## config.mk

```make
export PLATFORM = sky130hd
export DESIGN_NAME = dest_select_decoder
export DESIGN_NICKNAME = d
export VERILOG_FILES = /design/src/rtl/dest_select_decoder_pkg.sv /design/src/rtl/dest_select_decoder_onehot.sv /design/src/rtl/dest_select_decoder.sv
export SDC_FILE = /design/constraint.sdc
export NUM_CORES = 1
export LEC_CHECK = 0
export CAP_MARGIN = 0
export CORE_UTILIZATION = 40
export DETAILED_ROUTE_END_ITERATION = 12
export PLACE_DENSITY_LB_ADDON = 0.15
export RECOVER_POWER = 100
export SYNTH_ARGS = -nofsm -noshare
export SYNTH_HDL_FRONTEND = slang
export SYNTH_SLANG_ARGS = --single-unit
```

## constraint.sdc

```tcl
create_clock -name clock -period 1.51 [get_ports clock]
set_input_delay 0.2265 -clock clock [delete_from_list [all_inputs] [get_ports clock]]
set_output_delay 0.2265 -clock clock [all_outputs]
set_load 0.005 [all_outputs]
```

## src/rtl/dest_select_decoder_pkg.sv

```systemverilog
// Shared bus code definitions: destination (load) codes, source (drive) codes
// and the destination-select FSM encoding.
package dest_select_decoder_pkg;

  localparam int unsigned CODE_W = 5;
  localparam int unsigned LOAD_W = 32;
  localparam int unsigned XFER_W = 8;

  typedef enum logic [CODE_W-1:0] {
    DEST_R0        = 5'd0,
    DEST_R1        = 5'd1,
    DEST_R2        = 5'd2,
    DEST_R3        = 5'd3,
    DEST_R4        = 5'd4,
    DEST_R5        = 5'd5,
    DEST_R6        = 5'd6,
    DEST_R7        = 5'd7,
    DEST_R8        = 5'd8,
    DEST_R9        = 5'd9,
    DEST_R10       = 5'd10,
    DEST_R11       = 5'd11,
    DEST_R12       = 5'd12,
    DEST_R13       = 5'd13,
    DEST_R14       = 5'd14,
    DEST_R15       = 5'd15,
    DEST_HI        = 5'd16,
    DEST_LO        = 5'd17,
    DEST_ZHIGH     = 5'd18,
    DEST_ZLOW      = 5'd19,
    DEST_PC        = 5'd20,
    DEST_MDR       = 5'd21,
    DEST_OUT_PORT  = 5'd22,
    DEST_HILO_PAIR = 5'd24
  } dest_code_e;

  // Codes the bus-source encoder uses to select which register drives the bus.
  typedef enum logic [CODE_W-1:0] {
    SRC_R0         = 5'd0,
    SRC_R1         = 5'd1,
    SRC_R2         = 5'd2,
    SRC_R3         = 5'd3,
    SRC_R4         = 5'd4,
    SRC_R5         = 5'd5,
    SRC_R6         = 5'd6,
    SRC_R7         = 5'd7,
    SRC_R8         = 5'd8,
    SRC_R9         = 5'd9,
    SRC_R10        = 5'd10,
    SRC_R11        = 5'd11,
    SRC_R12        = 5'd12,
    SRC_R13        = 5'd13,
    SRC_R14        = 5'd14,
    SRC_R15        = 5'd15,
    SRC_HI         = 5'd16,
    SRC_LO         = 5'd17,
    SRC_ZHIGH      = 5'd18,
    SRC_ZLOW       = 5'd19,
    SRC_PC         = 5'd20,
    SRC_MDR        = 5'd21,
    SRC_IN_PORT    = 5'd22,
    SRC_C_SIGN_EXT = 5'd23
  } src_code_e;

  typedef enum logic {
    IDLE    = 1'b0,
    PAIR_LO = 1'b1
  } dest_state_e;

  function automatic logic is_valid_dest(input logic [CODE_W-1:0] code);
    is_valid_dest = (code <= DEST_OUT_PORT) || (code == DEST_HILO_PAIR);
  endfunction

  function automatic logic [LOAD_W-1:0] dest_mask(input logic [CODE_W-1:0] code);
    dest_mask = {{(LOAD_W-1){1'b0}}, 1'b1} << code;
  endfunction

endpackage

```

## src/rtl/dest_select_decoder_onehot.sv

```systemverilog
// Combinational destination-code check and one-hot decode.
module dest_code_onehot
  import dest_select_decoder_pkg::*;
(
  input  logic [CODE_W-1:0] code,
  output logic [LOAD_W-1:0] onehot,
  output logic              valid
);

  always_comb begin
    valid  = is_valid_dest(code);
    onehot = '0;
    if (valid) begin
      onehot = dest_mask(code);
    end
  end

endmodule

```

## src/rtl/dest_select_decoder.sv

```systemverilog
// Registered destination-select decoder: turns accepted destination codes into
// one-cycle load strobes, sequencing the HI/LO pair over two cycles.
module dest_select_decoder
  import dest_select_decoder_pkg::*;
(
  input  logic              clock,
  input  logic              clear,
  input  logic              req_valid,
  input  logic [CODE_W-1:0] req_code,
  output logic              req_ready,
  output logic [LOAD_W-1:0] load_en,
  output logic              busy,
  output logic              err_invalid,
  output logic [CODE_W-1:0] err_code,
  input  logic              err_clear,
  output logic [XFER_W-1:0] xfer_count
);

  dest_state_e       state;
  dest_state_e       state_next;
  logic [LOAD_W-1:0] load_next;
  logic [LOAD_W-1:0] code_onehot;
  logic              code_valid;
  logic              accept;
  logic              set_err;

  dest_code_onehot u_onehot (
    .code   (req_code),
    .onehot (code_onehot),
    .valid  (code_valid)
  );

  // Handshake outputs depend on state alone so the control unit sees no
  // combinational loop through req_valid/req_code.
  always_comb begin
    req_ready = (state == IDLE);
    busy      = (state == PAIR_LO);
  end

  always_comb begin
    state_next = state;
    load_next  = '0;
    set_err    = 1'b0;
    accept     = req_valid && req_ready;
    unique case (state)
      IDLE: begin
        if (accept) begin
          if (req_code == DEST_HILO_PAIR) begin
            load_next  = dest_mask(DEST_HI);
            state_next = PAIR_LO;
          end else if (code_valid) begin
            load_next = code_onehot;
          end else begin
            set_err = 1'b1;
          end
        end
      end
      PAIR_LO: begin
        load_next  = dest_mask(DEST_LO);
        state_next = IDLE;
      end
      default: state_next = IDLE;
    endcase
  end

  always_ff @(posedge clock or negedge clear) begin
    if (!clear) begin
      state   <= IDLE;
      load_en <= '0;
    end else begin
      state   <= state_next;
      load_en <= load_next;
    end
  end

  // A new invalid accept wins over a simultaneous err_clear.
  always_ff @(posedge clock or negedge clear) begin
    if (!clear) begin
      err_invalid <= 1'b0;
      err_code    <= '0;
    end else if (set_err) begin
      err_invalid <= 1'b1;
      err_code    <= req_code;
    end else if (err_clear) begin
      err_invalid <= 1'b0;
    end
  end

  // Counts alongside the strobe register so the count includes the strobe
  // currently on load_en.
  always_ff @(posedge clock or negedge clear) begin
    if (!clear) begin
      xfer_count <= '0;
    end else if ((load_next != '0) && (xfer_count != '1)) begin
      xfer_count <= xfer_count + XFER_W'(1);
    end
  end

endmodule

```

== Yosys cells after proc, flatten, opt, wreduce, memory -nomap -nowiden ==
Index checks and enable logic that the tools add are counted.

* Register bits: 47
* Input bits: 9
* Output and inout bits: 48

* Add/subtract/negate cells: 1
* Magnitude comparators: 1
* Equality and inequality tests: 2
* Shifts and indexed selects: 1
* Mux-type cells: 13
* Bitwise operators: 1
* Reduce and logical (&&, ||, !) cells: 5

{| class="wikitable"
|+ Operator list
! kind !! number
|-
| 32-bit two-way mux || 3
|-
| 32-bit case mux with 2 select lines || 1
|-
| 32-bit nonzero test || 1
|-
| 1-bit by 5-bit left shift with 32-bit output, first input constant || 1
|-
| 8-bit by 1-bit adder with 8-bit output, second input constant || 1
|-
| 1-bit two-way mux || 8
|-
| 8-bit != test, second input constant || 1
|-
| 5-bit == test, second input constant || 1
|-
| 5-bit less-or-equal comparator, second input constant || 1
|-
| 1-bit logical AND || 2
|-
| 1-bit case mux with 2 select lines || 1
|-
| 2-bit nonzero test || 1
|-
| 1-bit logical OR || 1
|-
| 1-bit NOT || 1
|}

== Logic depth before layout (Yosys ltp) ==
* Depth in word-level cells: 8
* Depth in mapped cells: 6

== Hierarchy ==
From an unflattened synthesis, not the netlist that was laid out.

* Cells, all modules: 197
* Area, all modules: 2139.6 um^2

{| class="wikitable"
|+ By module, submodules not included
! module !! times used !! cells each !! area an instance (um^2) !! seq. area each (um^2)
|-
| dest_select_decoder || 1 || 149 || 1871.8 || 1176.1
|-
| dest_code_onehot || 1 || 48 || 267.8 || 0.0
|}

== Worst setup path after synthesis ==
OpenSTA, ideal clock, no wires.

* Kind: flip-flop to flip-flop
* Start: register xfer_count[0]
* End: register xfer_count[1]
* Arrival time: 1497 ps
* Required time: 1382 ps
* Slack: -114 ps
* Cell stages (with the launch flop): 6
* Path buffers: 0
* Cell sequence: dfrtp_1 -> ha_1 -> and2_1 -> and3_1 -> a21oi_4 -> mux2_1

* Cells in the longest elaborated chain, start to end: 2

{| class="wikitable"
|+ RTL lines
! what !! line !! text
|-
| start, declared || dest_select_decoder.sv:16 || <nowiki>output logic [XFER_W-1:0] xfer_count</nowiki>
|-
| start signal, assigned || dest_select_decoder.sv:95 || <nowiki>xfer_count <= xfer_count + XFER_W'(1);</nowiki>
|-
| branches (longest 2 deep; another with 8-bit by 1-bit adder with 8-bit output) || -- ||
|}

Several ways; the timed one is not identified.
A chain may end at the register's enable or synchronous reset.

== Worst setup path after layout ==
Ends and elaborated chain as after synthesis.

==> flow_summary.ini <==
[global_route]
overflow = 0
grt_pass1_wl_um = 5740
antenna_found_initial = 0
grt_usage_pct = 18.2
grt_pass1_vias = 1247
grt_max_degree = 27

[clock_tree]
numCtsBuffers = 5
cts_tree = built
clk_pin_slew_ns = 0.09
clock_sinks = 47
ctsRootBufferMaster = clkbuf_8
cts_htree_levels = 2
max-clock-path-buffers = 2
clock_latency_ns = 0.30

[timing]
hold_violations = 0
max_freq_ghz = 0.636
finClkSkew_ns = 0.00499
slew_viol_final = 0
fin_crit_ns = 1.57
setup-violations-final = 5
worst_pin_slew_ns = 0.516
fin_crit_sh_pct = 104
rsz0062_at_grt = yes
hold_ws_ns = 0.417
setup_slack_ns = -0.0631
max_slew_margin_pct = 65.6

[synth]
synth-edff-count = 0
synth_warnings = 0
synth_area_leaders = dfrtp_1 70%, nor2_1 5.3%, mux2_2 2.7%
yosys.cell_types.count = 35
postSynth.asyncResetShare_pct = 100
synth_ff_type = dfrtp_1
synth_area_mm2 = 0.00169
ys_ff_latch = 47
synth_top_cell_by_area = dfrtp_1
seq_area_frac_synth_pct = 69.5
yosysTopAreaCellShare_pct = 69.5
syn_inst = 130
syn_area_per_cell_um2 = 13.0

[place]
placed_area_mm2 = 0.00252
gp_congestion = 0.898
portBuffers = 56
dp.cells = 263
dpl.hpwl_um = 2620
place_ws_ns = -0.447

[power_and_ir_drop]
p_sw_uw = 810
combPwrFrac_pct = 25.9
p_leak_uw = 0.00130
sw_frac_of_total_pct = 27.1
power.density_mw_per_mm2 = 1140
seq_power_share_pct = 48.7
clock_power_share_pct = 25.4
ir_worst_vdd_uv = 1010
intPower_uw = 2180

[die]
io-pin-count = 57
core_area_mm2 = 0.00403
initial_utilization_pct = 42.0
fp-row-count = 23
die_h_um = 67.0
chipWidth_um = 67.0
die-area_mm2 = 0.00449

[worst_hold_path]
hp-class = input pin to async pin

[worst_setup_path]
cp.required_ns = 1.70
cp-end-kind = flop
cp_data_arrival_time_ns = 1.76
cp_max_fo = 7
start_kind = flop
critPathKind = flop to flop

[route]
wl_per_cell_um = 12.2
ant_nets = 0
routed_wl_um = 3410
drt_iter0_markers = 31
vias = 1254
vias_per_cell = 4.49
dr.pass1.iters = 4
drc_errors = 0

[status]
violations = setup timing
status = finished with violations

[finish]
fin_nets = 238
drive_gt1_share_pct = 21.0
final_common_cell = dfrtp_1
utilization_pct = 65.3
final_cell_mix = 47 x dfrtp_1, 27 x dlygate4sd3_1, 23 x nor2_1, 18 x clkdlybuf4s50_1, 18 x buf_4
fin_cells = 279
diodes = 0
postLayoutCellArea_mm2 = 0.00263
synthToLayoutAreaGrowth_pct = 55.5

[flow_run]
maxCapViolCount = 0
sequential cells by signal, summed over array words and instances (netlist names):
register     count
err_invalid      1
load_en         32
xfer_count       8
err_code         5
busy             1
area by class of cell:
type                            instances  area (um^2)
Clock buffer                            5         68.8
Clock inverter                          3         23.8
Fill cell                             327         1400
Inverter                                3         11.3
Multi-Input combinational cell         85          537
Sequential cell                        47         1180
Tap cell                               50         62.6
Timing Repair Buffer                   86          751
worst max-delay path: stages, from the launching register on:
cell and delay [ns]:
dfrtp_1 0.40, ha_2 0.19, and2_4 0.16, and3_4 0.18, a21oi_4 0.21, mux2_4 0.32
routing by layer:
metal | global-route usage, % | vias to the layer above | part of all wire (%)
li1 | - | 614 | -
met1 | 22.2 | 585 | 43
met2 | 27.3 | 45 | 49
met3 | 7.19 | 10 | 5.8
met4 | 9.57 | 0 | 2.9
met5 | 0 | - | 0
path summary, 6_finish.rpt:
check / end / cells past startpoint / slack [ns] / from
setup / recovery: xfer_count[1]$_DFFE_PN0P_ / 5 / -0.06 / xfer_count[0]$_DFFE_PN0P_
hold / removal: load_en[25]$_DFF_PN0_ / 2 / 0.42 / clear
setup reg to reg: xfer_count[1]$_DFFE_PN0P_ / 5 / -0.06 / xfer_count[0]$_DFFE_PN0P_
hold reg to reg: err_code[4]$_DFFE_PN0P_ / 1 / 0.47 / err_code[4]$_DFFE_PN0P_
max in group asynchronous: load_en[16]$_DFF_PN0_ / 3 / 0.31 / clear
min in group clock: err_code[3]$_DFFE_PN0P_ / 2 / 0.44 / req_code[3]
cells by family after synthesis:
| logic type | count (synthesis) | synth area share, % |
|---|---|---|
| AND/OR/NAND/NOR | 55 | 17.1 |
| multiplexers | 5 | 3.33 |
| AO/OA/AOI/OAI | 9 | 4.51 |
| buffers and inverters | 6 | 1.48 |
| adder cells (fa/ha/maj) | 1 | 0.740 |
| flip-flops | 47 | 69.5 |
| other | 1 | 0.222 |
| XOR/XNOR | 6 | 3.11 |
per-stage QoR:
| step | power [uW] | TNS, ns |
|---|---|---|
| detailed placement | 2260 | -6.69 |
| global placement | 2240 | -6.20 |
| global route | 3170 | -1.06 |
| floorplan | 1760 | -0.0295 |
| CTS | 3050 | -0.0781 |
| finish | 2990 | -0.0949 |
cell usage after synthesis, types with 2 or more instances:
cell type / count
a21oi_1: 3
and2_1: 2
and3_1: 2
buf_2: 2
dfrtp_1: 47
inv_1: 3
mux2_2: 4
nand2_1: 7
nand2b_1: 3
nand3_1: 4
nor2_1: 24
or2_2: 2
xnor2_1: 5
power groups by stage:
stage | logic (uW) | registers (uW) | clock network, uW
final | 774 | 1450 | 757
after detailed placement | 781 | 1480 | 0
after global placement | 760 | 1480 | 0
after CTS | 805 | 1460 | 780
after global routing | 843 | 1470 | 854
after floorplan | 233 | 1530 | 0
what timing repair did:
item	in CTS	in global routing
endpoints found under the hold margin	21	0
pin swaps	4	5
buffers inserted	4	3
hold buffers	1	0
setup endpoints to repair	19	14
resized for setup	9	4
Note: power is estimated with default switching activity, not from simulation.
